[config.mk]
export PLATFORM = sky130hd
export DESIGN_NAME = edge_rate_counter
export DESIGN_NICKNAME = d
export VERILOG_FILES = /design/src/rtl/edge_rate_counter.sv
export SDC_FILE = /design/constraint.sdc
export NUM_CORES = 1
export LEC_CHECK = 0
export ABC_AREA = 1
export CAP_MARGIN = 20
export CORE_ASPECT_RATIO = 1.25
export CORE_MARGIN = 1.5
export CORE_UTILIZATION = 35
export CTS_BUF_LIST = sky130_fd_sc_hd__clkbuf_2
export DETAILED_ROUTE_END_ITERATION = 10
export PLACE_DENSITY_LB_ADDON = 0.1
export SETUP_SLACK_MARGIN = 0.02
export SYNTH_ARGS = -nofsm -noshare
export SYNTH_HDL_FRONTEND = slang
export SYNTH_SLANG_ARGS = --single-unit
export TNS_END_PERCENT = 30
[constraint.sdc]
create_clock -name CLK -period 4.8 [get_ports CLK]
set_input_delay 0.72 -clock CLK [delete_from_list [all_inputs] [get_ports CLK]]
set_output_delay 0.72 -clock CLK [all_outputs]
set_load 0.03 [all_outputs]
[src/rtl/edge_rate_counter.sv]
// edge_rate_counter: frequency meter front end. Synchronizes an external pin,
// counts its rising edges over a fixed gate window of GATE clock cycles and
// publishes the saturated per-window total together with an overflow flag.
module edge_rate_counter #(
  parameter int WIDTH = 8,
  parameter int GATE  = 12000000
) (
  input  logic             CLK,
  input  logic             RESETN,
  input  logic             I,
  input  logic             EN,
  output logic [WIDTH-1:0] O,
  output logic             VALID,
  output logic             OVF
);

  localparam int              GW      = $clog2(GATE);
  localparam logic [GW-1:0]   GATE_M1 = GW'(GATE - 1);
  localparam logic [WIDTH-1:0] C_MAX  = '1;

  // Saturating increment of the edge accumulator.
  function automatic logic [WIDTH-1:0] sat_inc(input logic [WIDTH-1:0] c,
                                               input logic             e);
    logic [WIDTH-1:0] r;
    r = c;
    if (e && (c != C_MAX)) r = c + WIDTH'(1);
    return r;
  endfunction

  // True when an increment is attempted while the accumulator is already full.
  function automatic logic sat_hit(input logic [WIDTH-1:0] c, input logic e);
    return e && (c == C_MAX);
  endfunction

  logic             s1;
  logic             s2;
  logic             p;
  logic             edge_hit;
  logic [GW-1:0]    g;
  logic             terminal;
  logic             publish;
  logic [WIDTH-1:0] c_acc;
  logic             s_flag;

  assign edge_hit = s2 & ~p;
  assign terminal = (g == '0);
  assign publish  = EN & terminal;

  // Two-flop synchronizer plus previous-sample flop, preset high so a pin that
  // is already high when reset releases is not mistaken for a rising edge.
  always_ff @(posedge CLK or negedge RESETN) begin
    if (!RESETN) begin
      s1 <= 1'b1;
      s2 <= 1'b1;
      p  <= 1'b1;
    end else begin
      s1 <= I;
      s2 <= s1;
      p  <= s2;
    end
  end

  // Gate down-counter: reloads on the terminal cycle and is parked at full
  // length while disabled, so re-enabling always starts a complete window.
  always_ff @(posedge CLK or negedge RESETN) begin
    if (!RESETN) begin
      g <= GATE_M1;
    end else if (!EN || terminal) begin
      g <= GATE_M1;
    end else begin
      g <= g - GW'(1);
    end
  end

  // Edge accumulator and saturation flag; both restart at every window close
  // and while disabled, so a partial window never leaks into a result.
  always_ff @(posedge CLK or negedge RESETN) begin
    if (!RESETN) begin
      c_acc  <= '0;
      s_flag <= 1'b0;
    end else if (!EN || terminal) begin
      c_acc  <= '0;
      s_flag <= 1'b0;
    end else begin
      c_acc <= sat_inc(c_acc, edge_hit);
      if (sat_hit(c_acc, edge_hit)) s_flag <= 1'b1;
    end
  end

  // Published result: the terminal-cycle edge still belongs to the closing
  // window, so it is folded in here rather than into the next accumulation.
  always_ff @(posedge CLK or negedge RESETN) begin
    if (!RESETN) begin
      O     <= '0;
      OVF   <= 1'b0;
      VALID <= 1'b0;
    end else begin
      VALID <= publish;
      if (publish) begin
        O   <= sat_inc(c_acc, edge_hit);
        OVF <= s_flag | sat_hit(c_acc, edge_hit);
      end
    end
  end

endmodule
== Word-level counts from Yosys, hierarchy flattened ==
Index checks and enable logic that the tools add are counted.

* $add $sub $neg: 2
* Equal/unequal tests: 2
* Multiplexer cells: 5
* Bitwise logic cells: 4
* Reductions and logical operators: 6

{| class="wikitable"
|+ Operators by type and width
! operator !! count
|-
| 24-bit zero test || 1
|-
| 24-bit two-way mux || 1
|-
| 24-bit by 1-bit subtractor with 24-bit output, second input constant || 1
|-
| 8-bit two-way mux || 2
|-
| 8-bit by 1-bit adder with 8-bit output, second input constant || 1
|-
| 8-bit == test, second input constant || 1
|-
| 8-bit != test, second input constant || 1
|-
| 1-bit bitwise AND || 2
|-
| 1-bit logical AND || 2
|-
| 1-bit two-way mux || 2
|-
| 2-bit nonzero test || 1
|-
| 1-bit zero test || 1
|-
| 1-bit logical OR || 1
|-
| 1-bit NOT || 1
|-
| 1-bit OR || 1
|}

* Register bits: 46
* Input bits: 4
* Output and inout bits: 10
* Logic and storage cells: 28

== Logic depth before layout (Yosys ltp) ==
* Depth after elaboration: 5
* Gate-level depth with buffers: 10
* Gate-level depth less buffers: 10

== Worst setup path before layout ==
No wires, ideal clock.

* Kind: register to register
* From: register g[0]
* To: register g[10]
* Arrival time: 1.391 ns
* Required time: 4.682 ns
* Slack: 3.291 ns
* Cell stages (with the launch flop): 9
* Buffers on the path: 1
* Period minus slack after synthesis: 1.509 ns
* Cell sequence: dfstp_2 > inv_1 > ha_1 > nand3_2 > nor2_4 > nand3_4 > nand2_4 > buf_4 > nor2_1

* Longest elaborated chain between the ends: 3
* Elaborated cells between the ends (all ways): 4
* Classes of those cells: 1 x add/sub; 1 x mux; 2 x reduce/logical

{| class="wikitable"
|+ Ends and longest elaborated chain
! element !! line !! source
|-
| start, declared || 39 || <nowiki>logic [GW-1:0] g;</nowiki>
|-
| start signal, assigned || 71 || <nowiki>g <= g - GW'(1);</nowiki>
|-
| parallel branches: the longest is 2 deep, another holds 24-bit by 1-bit subtractor with 24-bit output || - ||
|-
| 24-bit two-way mux (*) || 68 || <nowiki>end else if (!EN || terminal) begin</nowiki>
|}

Every way passes the cells marked *.
A chain may end at the register's enable or synchronous reset.

== Final worst setup path ==
* From: register O[5]
* To: output port O[5]

{| class="wikitable"
|+ RTL lines
! element !! line !! source
|-
| start, declared || 12 || <nowiki>output logic [WIDTH-1:0] O,</nowiki>
|-
| start signal, assigned || 100 || <nowiki>O <= sat_inc(c_acc, edge_hit);</nowiki>
|}

No word-level cell between the ends.

==> flow_summary_export.csv <==
group,metric,value,unit
status,status,"completed",
clock_tree,post_cts_buffers,0,
power_and_ir_drop,leakage,0.00121,µW
power_and_ir_drop,ir_drop,126,µV
cells_and_area,fin_util,0.406,
clock_tree,cts.reportedPaths.clkPinSlew,0.25,ns
run,maxCapViolCount,0,
cells_and_area,drive_gt1_frac,0.169,
placement,hpwl,3.50,mm
global_routing,grt-ovfl-total,0,
critical_path,cp_max_fo,2,
sta,finalHoldViolCount,0,
critical_path,r2r_end,"c_acc[0]",
sta,rsz0062_at_grt,"no",
yosys,synthFlopType,"dfrtp_1",
clock_tree,hold_buffers,0,
sta,drv_slew,0,
placement,gp_congestion,0.819,
routing,dr.pass1.iters,4,
clock_tree,clk_latency,0.42,ns
cells_and_area,fin_area,2670,µm²
die,die_y,95.4,µm
sta,max_freq,0.442,GHz
yosys,syn_nets,299,
yosys,synth_cell_types,29,
yosys,synth.avg_cell_area,8.16,µm²
global_routing,grt_antenna_before_repair,0,
cells_and_area,final_cells,400,
yosys,ys_ff_latch,46,
global_routing,grt_usage,0.153,
routing,viasPerCell,4.58,
clock_tree,h-tree-depth,2,
routing,num_vias,1830,
critical_path,critPathCaptureType,"output pin",
placement,dpl_cell_area,2610,µm²
yosys,synth_cells,293,
routing,routed_wl,4.88,mm
clock_tree,clockBufferDepth,2,
die,dieArea,7340,µm²
sta,skew,0.0381,ns
global_routing,grt_pass1_wl,8.60,mm
die,dieWidth,76.9,µm
routing,route.detailed.drc,0,
placement,place_inst,391,
cells_and_area,syn_to_final_growth,11.5,%
critical_path,reg2reg_depth,8,
cells_and_area,final_nets,318,
yosys,async_reset_ff_frac,1.00,
clock_tree,ctsResizeCount,0,
critical_path,cp.buffers_inverters,1,
yosys,synth-edff-count,0,
global_routing,grt_pass1_vias,1867,
sta,period_minus_slack,2.26,ns
sta,relSlewSlack,0.644,
cells_and_area,antenna_cells,0,
power_and_ir_drop,powerDensity,221,nW/µm²
routing,ant_nets,0,
critical_path,worstPathArrival,1.54,ns
yosys,yosysWarnings,0,
sta,setup_viol,0,
sta,timing.final.crit_share,0.471,
sta,worst_pin_slew,0.532,ns
critical_path,max_stage_delay,0.69,ns
clock_tree,cts_buffers,5,
clock_tree,cts_tree,"done",
die,core,6570,µm²
yosys,seq_area_frac_synth,0.492,
die,start_util,0.364,
placement,place.port_buffers,13,
critical_path,crit_slowest_cell,"clkdlybuf4s50_1",
die,num_rows,33,
clock_tree,clock-root-buffer,"clkbuf_2",
yosys,synth_area,2390,µm²
critical_path,r2r-start,"g[0]",
cells_and_area,final_cell_mix,"nand2_1, nor2_1, dfrtp_1, inv_1, dfstp_2",
clock_tree,cts.sinks,46,
global_routing,grt_max_degree,47,
critical_path,startpoint_type,"flip-flop",
critical_path,path_class,"reg -> out",
critical_path,path_delay_family,"buffers and inverters",
routing,drt-wirelength-per-cell,12.2,µm
cells_and_area,final_common_cell,"nand2_1",
die,boundaryPins,14,
routing,drt-initial-drc-count,46,
critical_path,reg2reg_slack,2.93,ns
hold_path,hp-class,"in -> async",
critical_path,crit_chain,"clkdlybuf4s50_1",
sta,fin_setup_tns,0,ns
critical_path,cp_data_required_time,4.08,ns
==> power by group <==
part           total (µW)  leakage [µW]  switching, µW  internal, µW
combinational        29.6      0.000608           20.9          8.63
sequential            398      0.000573           2.45           396
clock                 162     0.0000327            126          36.6
==> cells in the mapped netlist (3+ instances only) <==
cell,instances,share of area
dfstp_2,20,0.22
dfrtp_1,26,0.27
nand2_2,3,0.0079
nor2_4,5,0.024
nand4_1,8,0.021
nand3_2,3,0.013
nor2_2,4,0.010
xor2_1,9,0.033
nor2_1,46,0.072
xnor2_1,5,0.018
nand3_1,17,0.036
o21ai_0,5,0.010
nand2_1,89,0.14
inv_1,26,0.041
a21oi_1,7,0.015
==> routing by layer <==
| metal | part of all wire | up-vias | track usage |
|---|---|---|---|
| met5 | 0 | - | 0 |
| met1 | 0.45 | 858 | 0.182 |
| met4 | 0.0094 | 0 | 0.0509 |
| li1 | - | 953 | - |
| met2 | 0.52 | 14 | 0.278 |
| met3 | 0.022 | 5 | 0.0268 |
==> final cells by class <==
type                    instances  area, µm²
repair buffers                 14        145
clock buffers                   6       30.0
fillers                       659       3900
flip-flops and latches         46       1180
well taps                      87        109
multi-input cells             216       1080
clock inverters                 2       10.0
inverters                      29        111
==> worst max path at each step <==
stage | depth (start not counted) | slack [ns] | start | to
3_5_place_dp | 4 | 2.86 | EN | O[4]
5_1_grt | 1 | 2.44 | O[5] | O[5]
4_1_cts | 1 | 2.48 | O[5] | O[5]
3_3_place_gp | 4 | 2.87 | EN | OVF
6_report | 1 | 2.54 | O[5] | O[5]
2_1_floorplan | 8 | 3.29 | g[0] | g[10]
==> per-stage QoR <==
| stage | setup WS (ns) | power, µW | hold slack, ns |
|---|---|---|---|
| floorplan | 3.29 | 419 | 0.345 |
| global placement | 2.87 | 432 | 0.348 |
| detailed placement | 2.86 | 433 | 0.349 |
| CTS | 2.48 | 604 | 0.377 |
| global route | 2.44 | 626 | 0.104 |
| finish | 2.54 | 590 | 0.140 |
==> logic make-up (layout without fill, tap and decap cells) <==
family / after synthesis / count (layout) / share of synthesized area
AOI/OAI and AO/OA: 14 / 14 / 0.0304
xor gates and xnor gates: 14 / 14 / 0.0513
adders and majority gates: 2 / 2 / 0.0105
buffers and inverters: 31 / 51 / 0.0545
DFF: 46 / 46 / 0.492
and+or+nand+nor: 186 / 186 / 0.361
==> flip-flops by register name, summed over array words and instances (netlist names) <==
name,cells
g,24
s2,1
s1,1
OVF,1
p,1
s_flag,1
VALID,1
c_acc,8
O,8
Note: power is estimated with default switching activity, not from simulation.
